$ cat src/rtl/instr_encoder.sv
// RV32I instruction encoder: packs register fields, opcode/funct and an immediate into a
// 32-bit instruction word, two-stage valid/ready pipeline with auto-incrementing word address.
`timescale 1ns/1ps

module instr_encoder #(
    parameter int          ADDR_W    = 14,
    parameter int unsigned BASE_ADDR = 0
) (
    input  logic              clk,
    input  logic              rstn,
    input  logic              clr,
    input  logic              in_valid,
    output logic              in_ready,
    input  logic [2:0]        in_fmt,
    input  logic [6:0]        in_opcode,
    input  logic [4:0]        in_rd,
    input  logic [4:0]        in_rs1,
    input  logic [4:0]        in_rs2,
    input  logic [2:0]        in_funct3,
    input  logic [6:0]        in_funct7,
    input  logic [31:0]       in_imm,
    output logic              out_valid,
    input  logic              out_ready,
    output logic [31:0]       out_instr,
    output logic [ADDR_W-1:0] out_addr,
    output logic              out_err,
    output logic [15:0]       err_cnt
);

    localparam logic [ADDR_W-1:0] BASE = ADDR_W'(BASE_ADDR);

    localparam logic [2:0] FMT_R = 3'd0;
    localparam logic [2:0] FMT_I = 3'd1;
    localparam logic [2:0] FMT_S = 3'd2;
    localparam logic [2:0] FMT_B = 3'd3;
    localparam logic [2:0] FMT_U = 3'd4;
    localparam logic [2:0] FMT_J = 3'd5;

    function automatic logic in_range(
        input logic signed [31:0] v,
        input logic signed [31:0] lo,
        input logic signed [31:0] hi
    );
        return (v >= lo) && (v <= hi);
    endfunction

    // Immediate must fit the format's field; B/J offsets must also be halfword aligned.
    function automatic logic imm_err(
        input logic        [2:0]  fmt,
        input logic signed [31:0] imm
    );
        case (fmt)
            FMT_R:        return 1'b0;
            FMT_I, FMT_S: return !in_range(imm, -32'sd2048, 32'sd2047);
            FMT_B:        return !in_range(imm, -32'sd4096, 32'sd4094) || imm[0];
            FMT_U:        return !in_range(imm, -32'sd524288, 32'sd524287);
            FMT_J:        return !in_range(imm, -32'sd1048576, 32'sd1048574) || imm[0];
            default:      return 1'b1;
        endcase
    endfunction

    function automatic logic [31:0] encode(
        input logic        [2:0]  fmt,
        input logic        [6:0]  op,
        input logic        [4:0]  rd,
        input logic        [4:0]  rs1,
        input logic        [4:0]  rs2,
        input logic        [2:0]  f3,
        input logic        [6:0]  f7,
        input logic signed [31:0] imm
    );
        logic [31:0] w;
        w = 32'h0;
        case (fmt)
            FMT_R:   w = {f7, rs2, rs1, f3, rd, op};
            FMT_I:   w = {imm[11:0], rs1, f3, rd, op};
            FMT_S:   w = {imm[11:5], rs2, rs1, f3, imm[4:0], op};
            FMT_B:   w = {imm[12], imm[10:5], rs2, rs1, f3, imm[4:1], imm[11], op};
            FMT_U:   w = {imm[19:0], rd, op};
            FMT_J:   w = {imm[20], imm[10:1], imm[11], imm[19:12], rd, op};
            default: w = 32'h0;
        endcase
        return w;
    endfunction

    logic                     vld_p1;
    logic [2:0]               fmt_p1;
    logic [6:0]               op_p1;
    logic [4:0]               rd_p1;
    logic [4:0]               rs1_p1;
    logic [4:0]               rs2_p1;
    logic [2:0]               f3_p1;
    logic [6:0]               f7_p1;
    logic signed [31:0]       imm_p1;

    logic                     vld_p2;
    logic [31:0]              instr_p2;
    logic                     err_p2;
    logic [ADDR_W-1:0]        addr_p2;

    logic [ADDR_W-1:0]        addr_cnt;
    logic [15:0]              err_cnt_r;

    logic                     s2_free;
    logic                     accept;
    logic [31:0]              enc_word;
    logic                     enc_err;

    assign s2_free  = !vld_p2 || out_ready;
    assign in_ready = rstn && !clr && (!vld_p1 || s2_free);
    assign accept   = in_valid && in_ready;

    assign enc_word = encode(fmt_p1, op_p1, rd_p1, rs1_p1, rs2_p1, f3_p1, f7_p1, imm_p1);
    assign enc_err  = imm_err(fmt_p1, imm_p1);

    // Stage 1: capture the field bundle
    always_ff @(posedge clk) begin
        if (!rstn || clr) begin
            vld_p1 <= 1'b0;
        end else if (in_ready) begin
            vld_p1 <= in_valid;
        end
        if (accept) begin
            fmt_p1 <= in_fmt;
            op_p1  <= in_opcode;
            rd_p1  <= in_rd;
            rs1_p1 <= in_rs1;
            rs2_p1 <= in_rs2;
            f3_p1  <= in_funct3;
            f7_p1  <= in_funct7;
            imm_p1 <= in_imm;
        end
    end

    // Stage 2: encoded word, error flag and its address; held while the memory side stalls
    always_ff @(posedge clk) begin
        if (!rstn || clr) begin
            vld_p2   <= 1'b0;
            instr_p2 <= 32'h0;
            err_p2   <= 1'b0;
            addr_p2  <= BASE;
            addr_cnt <= BASE;
        end else if (s2_free) begin
            vld_p2 <= vld_p1;
            if (vld_p1) begin
                instr_p2 <= enc_word;
                err_p2   <= enc_err;
                addr_p2  <= addr_cnt;
                addr_cnt <= addr_cnt + ADDR_W'(1);
            end
        end
    end

    always_ff @(posedge clk) begin
        if (!rstn || clr) begin
            err_cnt_r <= 16'h0;
        end else if (vld_p2 && out_ready && err_p2 && (err_cnt_r != 16'hFFFF)) begin
            err_cnt_r <= err_cnt_r + 16'd1;
        end
    end

    assign out_valid = vld_p2;
    assign out_instr = instr_p2;
    assign out_addr  = addr_p2;
    assign out_err   = err_p2;
    assign err_cnt   = err_cnt_r;

endmodule

$ cat config.mk
export PLATFORM = sky130hd
export DESIGN_NAME = instr_encoder
export DESIGN_NICKNAME = d
export VERILOG_FILES = /design/src/rtl/instr_encoder.sv
export SDC_FILE = /design/constraint.sdc
export NUM_CORES = 1
export LEC_CHECK = 0
export BUFFER_PORTS_ARGS = -buffer_cell sky130_fd_sc_hd__buf_2
export CORE_MARGIN = 2
export CORE_UTILIZATION = 53
export CTS_BUF_LIST = sky130_fd_sc_hd__clkbuf_16
export DETAILED_ROUTE_END_ITERATION = 8
export HOLD_SLACK_MARGIN = 0.15
export PLACE_DENSITY = 0.91
export SKIP_LAST_GASP = 1
export SLEW_MARGIN = 25
export SYNTH_ARGS = -nofsm -noshare
export SYNTH_HDL_FRONTEND = slang
export SYNTH_SLANG_ARGS = --single-unit
$ cat constraint.sdc
create_clock -name clk -period 3.1 [get_ports clk]
set_input_delay 0.465 -clock clk [delete_from_list [all_inputs] [get_ports clk]]
set_output_delay 0.465 -clock clk [all_outputs]
set_load 0.01 [all_outputs]
; ---- Yosys cells after proc, flatten, opt, wreduce, memory -nomap -nowiden
; Index checks and enable logic that the tools add are counted.
[word_totals]
wordCells = 59
rom_bits = 0
mem_bits_rw = 0
out_inout_bits = 65
inputBits = 72
reg_bits = 146
latchBits = 0
mem_count = 0
[op_classes]
mux = 2
addsub = 2
eq_ne = 6
bitwise_logic = 0
reduce_logical = 26
div_mod_pow = 0
shift = 0
multipliers = 0
n_lt_le_gt_ge = 8
[op_table]
columns = cell, count
row1 = $pmux 32 s6, 1
row2 = $ge 32x12->1 const B, 1
row3 = $ge 32x13->1 const B, 1
row4 = $ge 32x20->1 const B, 1
row5 = $ge 32x21->1 const B, 1
row6 = $le 32x12->1 const B, 1
row7 = $le 32x13->1 const B, 1
row8 = $le 32x20->1 const B, 1
row9 = $le 32x21->1 const B, 1
row10 = $add 16x1->16 const B, 1
row11 = $ne 16x16->1 const B, 1
row12 = $add 14x1->14 const B, 1
row13 = $logic_and 1x1->1, 10
row14 = $logic_not 1->1, 8
row15 = $eq 3x2->1 const B, 2
row16 = $eq 3x3->1 const B, 2
row17 = $logic_or 1x1->1, 5
row18 = $pmux 1 s5, 1
row19 = $eq 3x1->1 const B, 1
row20 = $logic_not 3->1, 1
row21 = $reduce_and 2->1, 1
row22 = $reduce_or 2->1, 1

; ---- Longest topological paths before layout
[depth]
depth_word = 5
mapped_depth = 7

; ---- Least setup slack after synthesis
; OpenSTA, ideal clock, no wires.
[synth_timing]
kind = input -> register
start = input clr
end = register f3_p1[0] (enable)
arrival_time_ns = 2.606
stages = 4
setup_slack_ns = 0.062
path_cell_list = nand2b_1 -> clkbuf_1 -> a21oi_1 -> and2_1
[synth_between]
elab_chain_len = 4
[synth_lines]
columns = item, line
row1 = from (decl), 11  ; input logic clr,
row2 = $logic_not 1->1, 110  ; assign in_ready = rstn && !clr && (!vld_p1 || s2_free);
row3 = $logic_and 1x1->1 (2 in series), 110
row4 = via in_ready, 13  ; output logic in_ready,
row5 = $logic_and 1x1->1, 111  ; assign accept = in_valid && in_ready;
row6 = via accept, 105  ; logic accept;
row7 = to (signal assigned), 129  ; f3_p1 <= in_funct3;
row8 = to (decl), 92  ; logic [2:0] f3_p1;
; The timed path passes the listed nets, and every way through them passes these cells.
; A chain may end at the register's enable or synchronous reset.

; ---- Final worst setup path
[layout_timing]
start = register fmt_p1[1]
end = register err_p2 (netlist: out_err)
[layout_between]
elab_chain_len = 3
[layout_lines]
columns = item, line
row1 = from (decl), 87  ; logic [2:0] fmt_p1;
row2 = from (signal assigned), 124  ; fmt_p1 <= in_fmt;
row3 = $eq 3x1->1 or $eq 3x2->1 (tied branches), 52  ; case (fmt)
row4 = $reduce_or 2->1, 52
row5 = $pmux 1 s5 *, 52
row6 = to (signal assigned), 147  ; err_p2 <= enc_err;
row7 = to (decl), 98  ; logic err_p2;
; Every way passes the cells marked *; elsewhere a longest branch is shown, timed or not.

==> results.sh <==
export IMPL_status="finished, final reports clean"
export IMPL_cts_tree="built"
export IMPL_power_per_cell_area_nw_per_um2=574
export IMPL_grt_remaining_overflow=0
export IMPL_placement_setup_worst_slack_ns=0.926
export IMPL_layout_cells_most_common_list="136 x sky130_fd_sc_hd__buf_2, 79 x sky130_fd_sc_hd__dfxtp_1, 67 x sky130_fd_sc_hd__edfxtp_1"
export IMPL_clock_sinks=146
export IMPL_numPortBuffers=136
export IMPL_final_critical_path_setup_slack_ns=0.846
export IMPL_viasPerCell=5.84
export IMPL_timing_critical_path_fanout_max=15
export IMPL_crit_path_cell_trace="nor2b_1 -> o21ai_0 -> a211oi_1 -> o21ai_0 -> o211ai_1"
export IMPL_antennaDiodeCount=0
export IMPL_fp_coreArea_um2=10800
export IMPL_final_min_period_over_clock_period=0.727
export IMPL_synth_cell_types=48
export IMPL_stdcell_count=824
export IMPL_clock_latency_ns=0.41
export IMPL_min_period_ns=2.25
export IMPL_first_global_vias=4641
export IMPL_cts_reportedPaths_clkPinSlew_ns=0.06
export IMPL_synth_cell_area_um2=5900
export IMPL_synth_yosys_warnings=0
export IMPL_worst_slew_pin_transition_ns=0.938
export IMPL_clk_path_buf_depth=2
export IMPL_total_count_of_max_transition_violations_in_the_final_report=0
export IMPL_groute_usage_overall=0.246
export IMPL_first_pass_iters=5
export IMPL_drc_errors=0
export IMPL_synth_edff_count=67
export IMPL_ctsHtreeMaxLevel=4
export IMPL_syn_num_nets=613
export IMPL_fp_row_count=38
export IMPL_slew_headroom=0.374
export IMPL_initial_utilization=0.544
export IMPL_design_final_nets=746
export IMPL_syn_instance_count=539
export IMPL_hold_start="in_rs1[3]"
export IMPL_timing_critical_path_to_type="flop"
export IMPL_routed_len_inst_um=17.2
export IMPL_maximum_number_of_pins_on_one_net_before_global_route_repair=68
export IMPL_finalWirelength_mm=14.2
export IMPL_final_setup_viol_count=0
export IMPL_cts_repair_timing_setup_buffer_count=0
export IMPL_min_path_type="input port to flop"
export IMPL_worstSetupStartpoint="fmt_p1[1]"
export IMPL_routabilityCongestion=0.905
export IMPL_ir_worst_vdd_v=0.000467
export IMPL_timing_rr_start="fmt_p1[1]"
export IMPL_drt_iter0_drc=630
export IMPL_antenna_found_initial=0
export IMPL_synth_ff_type="sky130_fd_sc_hd__dfxtp_1"
export IMPL_layout_commonest_cell="sky130_fd_sc_hd__buf_2"
export IMPL_clock_skew_ns=0.0122
export IMPL_vias_post_dr=4815
export IMPL_post_cts_resized_instances=0
export IMPL_post_layout_total_power_mw=4.16
export IMPL_ys_ff_latch=146
export IMPL_holdBufCountCts=0
export IMPL_final_layout_size_suffix_gt1_frac=0.278
export IMPL_cp_top_family="compound AO/OA/AOI/OAI gates"
export IMPL_p_leak_nw=2.70
export IMPL_design_die_area_um2=12000
export IMPL_setup_total_negative_slack_ns=0
export IMPL_utilization=0.669
export IMPL_design_portCount=137
export IMPL_die_height_um=109
export IMPL_wire_length_of_the_first_global_routing_pass_mm=22.5
export IMPL_worst_endpoint_required_ns=3.42
export IMPL_finish_instance_area_um2=7250
export IMPL_synth_async_sr_flop_share=0
export IMPL_area_growth_synth_to_final_pct=22.9
export IMPL_synth_sequential_area_ratio=0.609
export IMPL_number_of_failing_hold_endpoints_at_the_final_stage=0
export IMPL_die_width_um=109
export IMPL_dp_final_hpwl_mm=9.83
export IMPL_cts_made_buffers=17
export IMPL_final_antenna_net_count=0
export IMPL_path_class="flop to flop"
export IMPL_place_area_um2=6680
export IMPL_cpMaxStageDelayCell="sky130_fd_sc_hd__nor2b_1"
export IMPL_cts_root_buffer_cell="sky130_fd_sc_hd__clkbuf_16"
export IMPL_critical_path_top_cell_by_count="sky130_fd_sc_hd__o21ai_0"
export IMPL_maxClockFrequency_mhz=444
export IMPL_setup_repair_after_global_routing_missed_its_margin="false"
export IMPL_critical_path_buf_inv_count=0
export IMPL_critPathLaunchType="flop"
export IMPL_critical_path_max_stage_delay_ns=0.75
export IMPL_cap_viol_max_count=0
export IMPL_critical_path_arrival_ns=2.58
export IMPL_synthesis_area_per_instance_um2=10.9
export IMPL_fin_worst_hold_slack_ns=0.225
export IMPL_dp_cells=792
==> state kept, by name, summed over array words and instances, names as in the netlist <==
register	cells
addr_cnt	14
out_addr	14
out_err	1
out_instr	32
rd_p1	5
rs1_p1	5
fmt_p1	3
vld_p1	1
op_p1	7
f7_p1	7
f3_p1	3
rs2_p1	5
err_cnt	16
out_valid	1
imm_p1	32
==> cells in the mapped netlist, types with 6 or more instances <==
master                     number  share of area
sky130_fd_sc_hd__mux2i_1        7          0.012
sky130_fd_sc_hd__mux2_2         9          0.017
sky130_fd_sc_hd__xnor2_1       14          0.021
sky130_fd_sc_hd__a21oi_1       33          0.028
sky130_fd_sc_hd__a211oi_1       7         0.0089
sky130_fd_sc_hd__nand3_1       11         0.0093
sky130_fd_sc_hd__edfxtp_1      67           0.34
sky130_fd_sc_hd__or3_1          6         0.0064
sky130_fd_sc_hd__a22oi_1       17          0.022
sky130_fd_sc_hd__buf_2          6         0.0051
sky130_fd_sc_hd__o21ai_0       29          0.025
sky130_fd_sc_hd__nor2b_1       10          0.011
sky130_fd_sc_hd__inv_1          6         0.0038
sky130_fd_sc_hd__nor4_1         6         0.0064
sky130_fd_sc_hd__nand2_1       52          0.033
sky130_fd_sc_hd__a221oi_1      10          0.015
sky130_fd_sc_hd__xor2_1         8          0.012
sky130_fd_sc_hd__nand4_1       17          0.018
sky130_fd_sc_hd__nor2_1        61          0.039
sky130_fd_sc_hd__a221o_1        8          0.014
sky130_fd_sc_hd__nor3_1        16          0.014
sky130_fd_sc_hd__dfxtp_1       79           0.27
sky130_fd_sc_hd__clkbuf_1      18          0.011
==> cell families after synthesis <==
group	after synthesis	share of synthesized area
simple gates	201	0.166
compound gates	116	0.131
flops	146	0.609
buf+inv	36	0.0280
xor+xnor	22	0.0327
mux	16	0.0291
fa+ha+maj	2	0.00424
==> where the power goes <==
| part | internal, mW | switching, mW | leakage, nW | total (mW) |
|---|---|---|---|---|
| clock network | 1.16 | 0.744 | 0.270 | 1.90 |
| registers | 2.05 | 0.0297 | 1.25 | 2.08 |
| logic | 0.0735 | 0.100 | 1.18 | 0.174 |
==> final timing paths <==
check	endpoint	slack [ns]	cells after the start
hold / removal	rs1_p1[3]	0.22	1
setup reg to reg	out_err	0.85	5
setup / recovery	out_err	0.85	5
hold reg to reg	out_addr[3]	0.45	2
==> layer usage <==
layer / GRT usage / vias to the layer above / part of all wire / wire length [um]
li1: - / 2265 / - / -
met1: 0.317 / 2310 / 0.43 / 6090
met2: 0.399 / 207 / 0.48 / 6800
met3: 0.0545 / 33 / 0.069 / 984
met4: 0.106 / 0 / 0.022 / 319
met5: 0 / - / 0 / 0
==> final cells by class <==
type | count | area [um2]
Multi-Input combinational cell | 357 | 2150
Clock inverter | 14 | 124
Fill cell | 825 | 3590
Tap cell | 140 | 175
Clock buffer | 17 | 425
Timing Repair Buffer | 143 | 753
Inverter | 7 | 26.3
Sequential cell | 146 | 3590
Power figures use the tool's default switching activity.
